**src/rtl/hd_sender.sv**
```systemverilog
// Purpose: buffers source words in a DEPTH-entry FIFO and presents them downstream through a registered output stage.
// Latency: 2 cycles minimum from source push to pipe_valid; one word per cycle sustained with pipe_ready held high.
// Backpressure: src_ready drops when the FIFO is full; pipe_data/pipe_valid hold while pipe_valid && !pipe_ready.
//
// Ports:
//   clk, rst                 clock and asynchronous active-low reset
//   src_data/valid/ready     source-side valid/ready handshake
//   flush                    synchronous discard of all buffered words (output register included)
//   pipe_data/valid/ready    downstream valid/ready handshake
//   fifo_level               FIFO occupancy, output register not included
//   xfer_count               completed downstream transfers, wrapping
module hd_sender #(
    parameter int DATA_WIDTH = 32,
    parameter int DEPTH      = 4,
    parameter int CNT_WIDTH  = 16
) (
    input  logic                     clk,
    input  logic                     rst,
    input  logic [DATA_WIDTH-1:0]    src_data,
    input  logic                     src_valid,
    output logic                     src_ready,
    input  logic                     flush,
    input  logic                     pipe_ready,
    output logic [DATA_WIDTH-1:0]    pipe_data,
    output logic                     pipe_valid,
    output logic [$clog2(DEPTH):0]   fifo_level,
    output logic [CNT_WIDTH-1:0]     xfer_count
);

    localparam int AW = $clog2(DEPTH);
    localparam int LW = AW + 1;

    localparam logic [AW-1:0]        PTR_ONE  = AW'(1);
    localparam logic [LW-1:0]        LVL_ONE  = LW'(1);
    localparam logic [LW-1:0]        LVL_FULL = LW'(DEPTH);
    localparam logic [CNT_WIDTH-1:0] CNT_ONE  = CNT_WIDTH'(1);

    logic [DATA_WIDTH-1:0] mem_q [DEPTH];
    logic [DATA_WIDTH-1:0] mem_d [DEPTH];
    logic [AW-1:0]         wr_ptr_q, wr_ptr_d;
    logic [AW-1:0]         rd_ptr_q, rd_ptr_d;
    logic [LW-1:0]         level_q, level_d;
    logic [DATA_WIDTH-1:0] pipe_data_q, pipe_data_d;
    logic                  pipe_valid_q, pipe_valid_d;
    logic [CNT_WIDTH-1:0]  xfer_count_q, xfer_count_d;

    logic push;
    logic load;
    logic xfer;

    // src_ready looks only at registered occupancy: a full FIFO stays
    // closed for the cycle of a simultaneous load (no lookahead).
    assign src_ready = (level_q != LVL_FULL);

    assign push = src_valid && src_ready;
    assign xfer = pipe_valid_q && pipe_ready;
    // Load decision uses the occupancy before this edge's push, so a word
    // never bypasses the FIFO storage.
    assign load = (!pipe_valid_q || pipe_ready) && (level_q != '0);

    always_comb begin
        mem_d        = mem_q;
        wr_ptr_d     = wr_ptr_q;
        rd_ptr_d     = rd_ptr_q;
        level_d      = level_q;
        pipe_data_d  = pipe_data_q;
        pipe_valid_d = pipe_valid_q;
        xfer_count_d = xfer_count_q;

        // Downstream has already captured a word at a flush edge, so the
        // transfer is counted regardless of flush.
        if (xfer) begin
            xfer_count_d = xfer_count_q + CNT_ONE;
        end

        if (flush) begin
            wr_ptr_d     = '0;
            rd_ptr_d     = '0;
            level_d      = '0;
            pipe_valid_d = 1'b0;
        end else begin
            if (push) begin
                mem_d[wr_ptr_q] = src_data;
                wr_ptr_d        = wr_ptr_q + PTR_ONE;
            end

            if (load) begin
                pipe_data_d  = mem_q[rd_ptr_q];
                pipe_valid_d = 1'b1;
                rd_ptr_d     = rd_ptr_q + PTR_ONE;
            end else if (xfer) begin
                // Word consumed with nothing behind it: drop valid, keep data.
                pipe_valid_d = 1'b0;
            end

            case ({push, load})
                2'b10:   level_d = level_q + LVL_ONE;
                2'b01:   level_d = level_q - LVL_ONE;
                default: level_d = level_q;
            endcase
        end
    end

    always_ff @(posedge clk or negedge rst) begin
        if (!rst) begin
            for (int i = 0; i < DEPTH; i++) begin
                mem_q[i] <= '0;
            end
            wr_ptr_q     <= '0;
            rd_ptr_q     <= '0;
            level_q      <= '0;
            pipe_data_q  <= '0;
            pipe_valid_q <= 1'b0;
            xfer_count_q <= '0;
        end else begin
            mem_q        <= mem_d;
            wr_ptr_q     <= wr_ptr_d;
            rd_ptr_q     <= rd_ptr_d;
            level_q      <= level_d;
            pipe_data_q  <= pipe_data_d;
            pipe_valid_q <= pipe_valid_d;
            xfer_count_q <= xfer_count_d;
        end
    end

    assign pipe_data  = pipe_data_q;
    assign pipe_valid = pipe_valid_q;
    assign fifo_level = level_q;
    assign xfer_count = xfer_count_q;

endmodule
```
**config.mk**
```make
export PLATFORM = sky130hd
export DESIGN_NAME = hd_sender
export DESIGN_NICKNAME = d
export VERILOG_FILES = /design/src/rtl/hd_sender.sv
export SDC_FILE = /design/constraint.sdc
export NUM_CORES = 1
export LEC_CHECK = 0
export CAP_MARGIN = 20
export CORE_MARGIN = 2
export CORE_UTILIZATION = 61
export DETAILED_ROUTE_END_ITERATION = 6
export PLACE_DENSITY = 0.92
export SLEW_MARGIN = 25
export SYNTH_ARGS = -nofsm -noshare
export SYNTH_HDL_FRONTEND = slang
export SYNTH_SLANG_ARGS = --single-unit
```
**constraint.sdc**
```tcl
create_clock -name clk -period 6.1 [get_ports clk]
set_input_delay 0.61 -clock clk [delete_from_list [all_inputs] [get_ports clk]]
set_output_delay 0.61 -clock clk [all_outputs]
set_load 0.03 [all_outputs]
```
After elaboration in Yosys (flattened, before gate mapping)

Cells that the tools add are included.

Register bits: 184
Bits in latches: 0
Memory bits (writable): 0
Bits in read-only memories: 0
Bits of input ports: 37
Output and inout bits: 53
Logic and storage cells: 52
Memories kept: 0

Add/subtract/negate cells: 5
Multipliers: 0
Divide/modulo/power cells: 0
$lt $le $gt $ge: 3
Equality and inequality tests: 3
Shifts and indexed selects: 0
Mux-type cells: 15
Bitwise gates (word level): 3
Reduce and logical (&&, ||, !) cells: 13

Operators by type and width:

| cell                    | count |
|---|---|
| $bwmux W128             | 1 |
| $mux W32                | 3 |
| $bmux W32 S2            | 1 |
| $demux W32 S2           | 1 |
| $add A16 B1 Y16 const B | 1 |
| $reduce_bool A3 Y1      | 3 |
| $mux W2                 | 4 |
| $ge A3 B3 Y1 const B    | 2 |
| $not A2 Y3              | 2 |
| $pmux W3 S2             | 1 |
| $add A2 B1 Y2 const B   | 2 |
| $logic_and A1 B1 Y1     | 4 |
| $reduce_and A2 Y1       | 2 |
| $reduce_bool A2 Y1      | 2 |
| $add A3 B1 Y3 const B   | 1 |
| $lt A3 B1 Y1 const B    | 1 |
| $mux W1                 | 3 |
| $mux W3                 | 1 |
| $ne A3 B3 Y1 const B    | 1 |
| $sub A3 B1 Y3 const B   | 1 |
| $eq A2 B1 Y1 const B    | 1 |
| $eq A2 B2 Y1 const B    | 1 |
| $logic_not A1 Y1        | 1 |
| $logic_or A1 B1 Y1      | 1 |
| $not A1 Y1              | 1 |

Depth between registers and ports, before layout

Gate-level depths: netlist of the first run.

Depth after elaboration: 6
Depth in mapped cells: 7
Mapped depth without buffers: 6

Least setup slack after synthesis of the first run

No wires, ideal clock.

Path type: reg2reg
Start: reg level_q[0] (netlist: fifo_level[0])
End: reg level_q[2] (netlist: fifo_level[2])
Setup time: 128 ps
Arrival time: 2,100 ps
Required time: 5,972 ps
Setup slack: 3,873 ps
Cell stages (with the launch flop): 8
Path buffers: 1
Path through: dfrtp_1 or3b_1 buf_6 a211oi_2 fa_1 inv_1 a22oi_1 mux2_1

Cells in the longest elaborated chain, start to end: 5
Elaborated cells between the ends (all ways): 11
Those cells by class: 2 x add/sub; 3 x eq/ne; 2 x mux; 4 x reduce/logical

Ends and longest elaborated chain:

| item                                                | RTL line | source |
|---|---|---|
| start, declared                                     | 42       | `logic [LW-1:0] level_q, level_d;` |
| start signal, assigned                              | 119      | `level_q <= level_d;` |
| $ne A3 B3 Y1 *                                      | 53       | `assign src_ready = (level_q != LVL_FULL);` |
| named net src_ready                                 | 21       | `output logic src_ready,` |
| $logic_and A1 B1 Y1 *                               | 55       | `assign push = src_valid && src_ready;` |
| $eq A2 B1 Y1 / $eq A2 B2 Y1 (equally long branches) | 96       | `case ({push, load})` |
| $pmux W3 S2                                         | 96       |  |
| $mux W3                                             | 76       | `if (flush) begin` |

The timed path passes the listed nets; every way through them passes the cells marked *.
A chain may end at the register's enable or synchronous reset.

Worst setup path in the final report of the first run

Start: reg level_q[0] (netlist: fifo_level[0])
End: out src_ready

Cells in the longest elaborated chain, start to end: 1

Ends and longest elaborated chain:

| item          | RTL line |
|---|---|
| $ne A3 B3 Y1  | 53 |
| end, declared | 21 |

No other way between the ends.

==> results.toml, run 1 <==
[die]
start_util = 0.6173
io_pins = 90
die_area_sq_um = 14230
die_h_um = 119.3
num_rows = 42
core_area_sq_um = 13140
fp.dieW_um = 119.3

[clocking]
cts.sinks = 184
cts_tree = "yes"
post-cts-setup-buffers = 0
postCtsHoldBufs = 0
cts_buffers = 17
clk_pin_slew_ns = 0.06
cts_resized = 0
cts.path.max_buffers = 2
worstSkewPairLatency_ns = 0.43
cts_root_buffer = "clkbuf_16"
h-tree-depth = 4

[synth]
synth_top_area_share = 0.5677
yosysUniqueCellTypes = 33
synth_seq_cells = 184
synth.top_cells.by_count = "184 x dfrtp_1, 121 x mux2_2, 32 x mux4_2"
netlist_area_sq_um = 8110
syn_inst = 491
ys.flop_type = "dfrtp_1"
yosysTopAreaCell = "dfrtp_1"
avgSynthCellArea_sq_um = 16.52
synth.area.top_cells = "dfrtp_1 57%, mux2_2 17%, mux4_2 8.9%, mux2_4 5.6%, mux2_1 1.7%"
syn_nets = 534
async_flop_share = 1.000
yosys_warnings = 0
synth_edf_count = 0
synth_most_common_cell = "dfrtp_1"
synth_seq_area_share = 0.5677

[sta]
rsz0062_at_grt = "no"
layout_min_cycle_time_ns = 2.689
post-route-period-util = 0.4408
finalHoldViolations = 0
fin_setup_tns_ns = 0
achievable-frequency_mhz = 371.9
relSlewSlack = 0.3607
drv_slew = 0
setup_viol = 0
tightest_slew_ns = 0.9589
finClkSkew_ns = 0.005265

[outcome]
outcome = "finished clean"

[setup_path]
cp-start-kind = "register"
crit_type = "reg2out"
worst-path-max-fanout = 7
rrSetupSlack_ns = 3.80
timing.rr.start = "fifo_level[0]"
arrival_ns = 2.08
crit_start = "fifo_level[0]"
end_kind = "primary output"
crit_required_ns = 5.49
endpoint = "src_ready"
r2r_cells = 6
r2r_end = "fifo_level[2]"

[power]
p_clk_frac = 0.210
p_comb_frac = 0.359
power.share.switching = 0.3041
power_density_nw_per_um2 = 508.8
netSwitchingPower_mw = 1.483
ir_drop_v = 0.0003389
p_int_mw = 3.392
p_seq_frac = 0.431
p_leak_nw = 4.253

[place]
dp_hpwl_um = 9392
portBuffers = 89
gp_congestion = 0.8409
dp.cells = 734

[global_routing]
grt_pass1_wl_um = 24840
antenna_found_initial = 0
overflow = 0
grtUsageTotal = 0.2301
grt_max_degree = 100
grt_pass1_vias = 4802

[route]
ant_nets = 0
drcViolationCount = 0
vias = 4419
drt_iter0_drc = 249
avgRoutedWirePerCell_um = 19.68
vias_per_cell = 5.776
routed_wl_um = 15060
drt-pass1-iter-count = 4

[layout]
fill_cells = 798
final_nets = 620
diodes = 0
instances_no_fill = 765
areaGrowthSynthToFinish_pct = 18.13
area.sequential_sq_um = 4607
layout-drive-gt1-share = 0.3752
multi_input_area_sq_um = 3266

[min_path]
hold_path_class = "in2async"

[job]
max_cap_violations = 0
[final cells by class]
cell class,instances,area share
Sequential cell,184,0.4809
Inverter,4,0.001567
Timing Repair Buffer,93,0.09664
Clock buffer,28,0.05289
Clock inverter,3,0.004179
Tap cell,176,0.02299
Multi-Input combinational cell,277,0.3409
[cell families after synthesis]
group,count (synthesis),share of synthesized area
mux,196,0.3303
flops,184,0.5677
simple gates,52,0.03641
buf+inv,30,0.03116
xor+xnor,19,0.02052
fa+ha+maj,6,0.01018
compound gates,4,0.003703
[registers in the layout (all words and copies together) (netlist names)]
| register | cells |
|---|---|
| mem_q | 128 |
| xfer_count | 16 |
| pipe_valid | 1 |
| rd_ptr_q | 2 |
| pipe_data | 32 |
| fifo_level | 3 |
| wr_ptr_q | 2 |
[through the flow]
stage	util	cell area [sq um]	setup WS, ns	power [mW]	hold WS [ns]
2_1_floorplan	-	8110	3.873	3.311	0.3144
3_3_place_gp	0.6869	9024	2.818	3.761	0.4544
3_5_place_dp	0.6873	9030	3.049	3.877	0.4605
4_1_cts	0.7290	9577	3.396	4.923	0.2998
5_1_grt	0.7292	9580	3.359	5.121	0.3343
6_report	0.7292	9580	3.411	4.875	0.2589
[routing by layer]
layer / share of wire / wire (um) / global-route usage / vias to the layer above
met5: 0 / 0 / 0 / -
met4: 0.020 / 300 / 0.08750 / 0
met3: 0.030 / 455 / 0.05460 / 23
met2: 0.52 / 7851 / 0.3829 / 83
met1: 0.43 / 6450 / 0.2969 / 2352
li1: - / - / - / 1961
[critical path, stage by stage (launching register included)]
cell and delay [ns]:
dfrtp_1 0.46, or3b_1 0.52, clkdlybuf4s50_1 0.67
[how the worst min path moves through the flow]
stage | start | cells after the start | end
after global routing | rst | 1 | pipe_data[9]
final | rst | 1 | pipe_data[8]
after detailed placement | xfer_count[15] | 1 | xfer_count[15]
after global placement | xfer_count[15] | 1 | xfer_count[15]
after CTS | rst | 1 | mem_q[8]
after floorplan | rst | 0 | fifo_level[0]
[power groups by stage]
| stage | sequential (mW) | combinational, mW | clock, mW |
|---|---|---|---|
| after global placement | 2.07 | 1.69 | 0 |
| after detailed placement | 2.11 | 1.76 | 0 |
| after floorplan | 2.23 | 1.08 | 0 |
| final | 2.10 | 1.75 | 1.03 |
| after global routing | 2.16 | 1.86 | 1.10 |
| after CTS | 2.10 | 1.77 | 1.05 |
[cell usage in the layout, fill, tap and decap left out, types with 2 or more instances in the layout]
cell type        count
mux2_1              12
mux2_2             121
clkbuf_8             4
buf_6                2
clkbuf_1             7
nand2_1             10
nand2_4              3
and4_1               2
buf_4                3
ha_1                 5
nor2b_1              3
xor2_1               8
clkbuf_16           17
nor3_1               4
nor2_1               9
mux2_4              30
inv_1                4
nand4_1              2
xnor2_1             11
nand2b_1             5
clkinv_2             2
dfrtp_1            182
nand3_1              7
a21oi_1              2
clkdlybuf4s50_1     88
mux4_2              32
dfrtp_2              2
Note: power is estimated with default switching activity, not from simulation.
==> run 2, diff against run 1 <==
--- a/config.mk
+++ b/config.mk
@@ -7,9 +7,9 @@
 export LEC_CHECK = 0
 export CAP_MARGIN = 20
 export CORE_MARGIN = 2
-export CORE_UTILIZATION = 61
+export CORE_UTILIZATION = 56
 export DETAILED_ROUTE_END_ITERATION = 6
-export PLACE_DENSITY = 0.92
+export PLACE_DENSITY = 0.86
 export SLEW_MARGIN = 25
 export SYNTH_ARGS = -nofsm -noshare
 export SYNTH_HDL_FRONTEND = slang
==> constraint.sdc (replaced) <==
create_clock -name clk -period 2.5 [get_ports clk]
set_input_delay 0.25 -clock clk [delete_from_list [all_inputs] [get_ports clk]]
set_output_delay 0.25 -clock clk [all_outputs]
set_load 0.03 [all_outputs]
==> results.toml, run 2 (synthesis gave the netlist of run 1 again) <==
[power]
p_comb_frac = 0.358
p_int_mw = 8.576
ir_drop_v = 0.0009031
p_clk_frac = 0.231
p_leak_nw = 4.358
p_seq_frac = 0.412
power.share.switching = 0.3014
power_density_nw_per_um2 = 1253
netSwitchingPower_mw = 3.701

[die]
die_area_sq_um = 15460
core_area_sq_um = 13990
fp.dieW_um = 124.3
start_util = 0.5798
io_pins = 90
num_rows = 43
die_h_um = 124.3

[route]
drt_iter0_drc = 247
routed_wl_um = 15360
vias_per_cell = 5.663
avgRoutedWirePerCell_um = 19.62
drt-pass1-iter-count = 4
drcViolationCount = 0
ant_nets = 0
vias = 4434

[place]
gp_congestion = 0.8367
dp.cells = 750
dp_hpwl_um = 9718
portBuffers = 89

[sta]
drv_slew = 0
achievable-frequency_mhz = 436.6
finalHoldViolations = 0
setup_viol = 0
rsz0062_at_grt = "no"
fin_setup_tns_ns = 0
layout_min_cycle_time_ns = 2.290
post-route-period-util = 0.9161
finClkSkew_ns = 0.006207
relSlewSlack = 0.6163
tightest_slew_ns = 0.5755

[setup_path]
cp-start-kind = "register"
timing.rr.start = "fifo_level[0]"
cp_cell_sequence = "or3b_1, clkdlybuf4s50_1"
end_kind = "primary output"
crit_type = "reg2out"
rrSetupSlack_ns = 0.25
crit_required_ns = 2.25
r2r_cells = 6
worst-path-buf-inv = 1
r2r_end = "fifo_level[2]"
slowest_delay_ns = 0.65
slowest_stage = "clkdlybuf4s50_1"
arrival_ns = 2.04
worst-path-max-fanout = 7
path_delay_family = "buffers and inverters"

[layout]
layout-drive-gt1-share = 0.3980
largest_register = "mem_q"
area.sequential_sq_um = 4607
areaGrowthSynthToFinish_pct = 20.78
final_cell_mix = "182 x dfrtp_1, 121 x mux2_2, 88 x clkdlybuf4s50_1, 32 x mux4_2, 30 x mux2_4"
largest_reg_flops = 128
multi_input_area_sq_um = 3259
fill_cells = 910
final_common_cell = "dfrtp_1"
final_nets = 633
diodes = 0
instances_no_fill = 783

[global_routing]
grtUsageTotal = 0.2076
antenna_found_initial = 0
overflow = 0
grt_pass1_vias = 4820
grt_pass1_wl_um = 25330
grt_max_degree = 69

[clocking]
cts.sinks = 184
worstSkewPairLatency_ns = 0.42
cts_resized = 0
cts_buffers = 17
cts_tree = "yes"
postCtsHoldBufs = 1
h-tree-depth = 4
cts.path.max_buffers = 2
clk_pin_slew_ns = 0.06
cts_root_buffer = "clkbuf_16"
post-cts-setup-buffers = 0

[job]
max_cap_violations = 0

[outcome]
outcome = "finished clean"

[min_path]
hold_path_class = "in2async"
## run 2: changes by cell type in the layout (fill, tap and decap cells not counted), moves of 2 or more
cell / delta
buf_4: +10
clkbuf_1: -6
buf_12: +3
bufinv_16: +3
clkbuf_8: -2
clkinv_2: +2
clkinvlp_4: +2
## run 2: power groups by stage
| stage | Combinational (mW) | Clock [mW] | Sequential [mW] |
|---|---|---|---|
| 3_5_place_dp | 4.43 | 0 | 5.07 |
| 6_report | 4.39 | 2.83 | 5.05 |
| 3_3_place_gp | 4.30 | 0 | 4.95 |
| 5_1_grt | 4.68 | 3.01 | 5.22 |
| 2_1_floorplan | 2.64 | 0 | 5.43 |
| 4_1_cts | 4.46 | 2.88 | 5.05 |
## run 2: stage by stage
step	instance area (sq um)	hold WS (ns)	utilization	setup WS, ns	total power, mW
after global routing	9796	0.4132	0.7003	0.09982	12.90
after CTS	9796	0.3937	0.7003	0.1963	12.39
after detailed placement	9156	0.2671	0.6546	0.2430	9.509
final	9796	0.3747	0.7003	0.2098	12.28
after floorplan	8110	-0.04559	-	0.2725	8.078
after global placement	9156	0.2524	0.6546	0.3232	9.246
## run 2: worst max-delay path by stage
stage | cells after the start | to | start
2_1_floorplan | 7 | fifo_level[2] | fifo_level[0]
6_report | 2 | src_ready | fifo_level[0]
4_1_cts | 2 | src_ready | fifo_level[0]
3_3_place_gp | 7 | fifo_level[2] | pipe_ready
3_5_place_dp | 7 | fifo_level[2] | pipe_ready
5_1_grt | 6 | fifo_level[2] | fifo_level[0]
## run 2: routing by layer
metal	global-route usage	part of all wire	vias up
met3	0.04639	0.033	8
met1	0.2793	0.45	2368
met2	0.3465	0.51	77
met5	0	0	-
met4	0.05221	0.0087	0
li1	-	-	1981
## run 2: worst reg2reg max path: stages (launching register included)
cell      delay (ns)
dfrtp_1         0.46
or3b_1          0.51
a211oi_2        0.32
fa_1            0.25
inv_1           0.04
a22oi_1         0.20
mux2_1          0.34
## run 2: area by class of cell
| type | instances | share of cell area |
|---|---|---|
| sequential | 184 | 0.4703 |
| clock inverter | 12 | 0.01763 |
| multi-input combinational | 277 | 0.3327 |
| clock buffer | 20 | 0.04662 |
| tap | 180 | 0.02299 |
| inverter | 4 | 0.001533 |
| timing repair buffer | 106 | 0.1082 |
==> run 3, diff against run 2 <==
--- a/config.mk
+++ b/config.mk
@@ -7,9 +7,9 @@
 export LEC_CHECK = 0
 export CAP_MARGIN = 20
 export CORE_MARGIN = 2
-export CORE_UTILIZATION = 56
+export CORE_UTILIZATION = 40
 export DETAILED_ROUTE_END_ITERATION = 6
-export PLACE_DENSITY = 0.86
+export PLACE_DENSITY = 0.67
 export SLEW_MARGIN = 25
 export SYNTH_ARGS = -nofsm -noshare
 export SYNTH_HDL_FRONTEND = slang
==> results.toml, run 3 (synthesis gave the netlist of run 1 again) <==
[outcome]
outcome = "finished clean"

[global_routing]
antenna_found_initial = 1
grt_max_degree = 66
grt_pass1_vias = 4857
grtUsageTotal = 0.1612
grt_pass1_wl_um = 26600
overflow = 0

[sta]
finalHoldViolations = 0
fin_setup_tns_ns = 0
relSlewSlack = 0.6368
layout_setup_ws_ns = 0.1859
achievable-frequency_mhz = 432.1
rsz0062_at_grt = "no"
setup_viol = 0
tightest_slew_ns = 0.5449
post-route-period-util = 0.9256
finClkSkew_ns = 0.01020
layout_min_cycle_time_ns = 2.314
drv_slew = 0

[setup_path]
end_kind = "primary output"
crit_required_ns = 2.25
crit_type = "reg2out"
worst-path-max-fanout = 7
arrival_ns = 2.06
rrSetupSlack_ns = 0.28
cp-start-kind = "register"

[clocking]
post-cts-setup-buffers = 0
worstSkewPairLatency_ns = 0.43
cts_tree = "yes"
clk_pin_slew_ns = 0.07
h-tree-depth = 4
cts_root_buffer = "clkbuf_16"
cts_buffers = 17
cts.path.max_buffers = 2
cts.sinks = 184

[die]
num_rows = 52
start_util = 0.4047
die_area_sq_um = 21430
fp.dieW_um = 146.4
core_area_sq_um = 20040
die_h_um = 146.4
io_pins = 90

[route]
drcViolationCount = 0
drt_iter0_drc = 131
vias = 4401
vias_per_cell = 5.030
drt-pass1-iter-count = 4
ant_nets = 0
routed_wl_um = 16180
avgRoutedWirePerCell_um = 18.49

[layout]
final_cell_mix = "182 x dfrtp_1, 121 x mux2_2, 88 x clkdlybuf4s50_1, 32 x mux4_2, 30 x mux2_4"
instances_no_fill = 875
largest_reg_flops = 128
layout-drive-gt1-share = 0.4017
largest_register = "mem_q"
diodes = 0
final_common_cell = "dfrtp_1"
final_nets = 635
areaGrowthSynthToFinish_pct = 22.46
post-route-cell-area_sq_um = 9932
fill_cells = 1711

[place]
post_dp_cell_area_sq_um = 9324
dp.cells = 842
gp_congestion = 0.7009
dp_worst_setup_slack_ns = 0.2446
dp_hpwl_um = 10720
portBuffers = 89

[job]
max_cap_violations = 0

[power]
p_total_mw = 12.19
power_density_nw_per_um2 = 1228
p_leak_nw = 4.368
ir_drop_v = 0.0004899

[min_path]
hold_path_class = "in2async"
-- run 3: timing repair --
item / 4_1_cts / 5_1_grt
resized for setup: 0 / 0
hold buffers: 1 / 0
endpoints found under the hold margin: 61 / 0
-- run 3: layout make-up --
| cell class | instances | area, sq um | share of cell area |
|---|---|---|---|
| clock buffers | 18 | 439.2 | 0.04422 |
| clock inverters | 14 | 158.9 | 0.01600 |
| inverters | 4 | 15.01 | 0.001512 |
| multi-input cells | 277 | 3259 | 0.3282 |
| flip-flops and latches | 184 | 4607 | 0.4638 |
| well taps | 270 | 337.8 | 0.03401 |
| repair buffers | 108 | 1115 | 0.1122 |
-- run 3: worst max-delay path, cell delays in order, from the launching register on --
cell	delay (ns)
dfrtp_1	0.45
or3b_1	0.52
clkdlybuf4s50_1	0.66
-- run 3: metal layers --
layer,vias to the layer above,track usage,part of all wire
li1,1980,-,-
met1,2330,0.2095,0.45
met2,73,0.2658,0.50
met3,16,0.04938,0.041
met4,2,0.04126,0.0098
met5,-,0,0.00080
-- run 3: where the power goes --
group	internal [mW]	total, mW	switching, mW	leakage [nW]
Combinational	2.61	4.41	1.80	1.76
Clock	1.53	2.73	1.20	0.294
Sequential	4.27	5.06	0.789	2.32
-- run 3: path summary, 6_finish.rpt --
check                          startpoint        endpoint  cells after the start
max                         fifo_level[0]       src_ready                      2
min                                   rst        mem_q[8]                      2
min reg2reg                xfer_count[15]  xfer_count[15]                      1
max in group asynchronous             rst   pipe_data[24]                      3
min in group clk           xfer_count[15]  xfer_count[15]                      1
max reg2reg                 fifo_level[0]   fifo_level[2]                      6
-- run 3: through the flow --
step | hold WS (ns) | util
floorplan | -0.04559 | -
global placement | 0.2708 | 0.4653
detailed placement | 0.2819 | 0.4653
CTS | 0.3834 | 0.4956
global route | 0.4011 | 0.4956
finish | 0.3674 | 0.4956
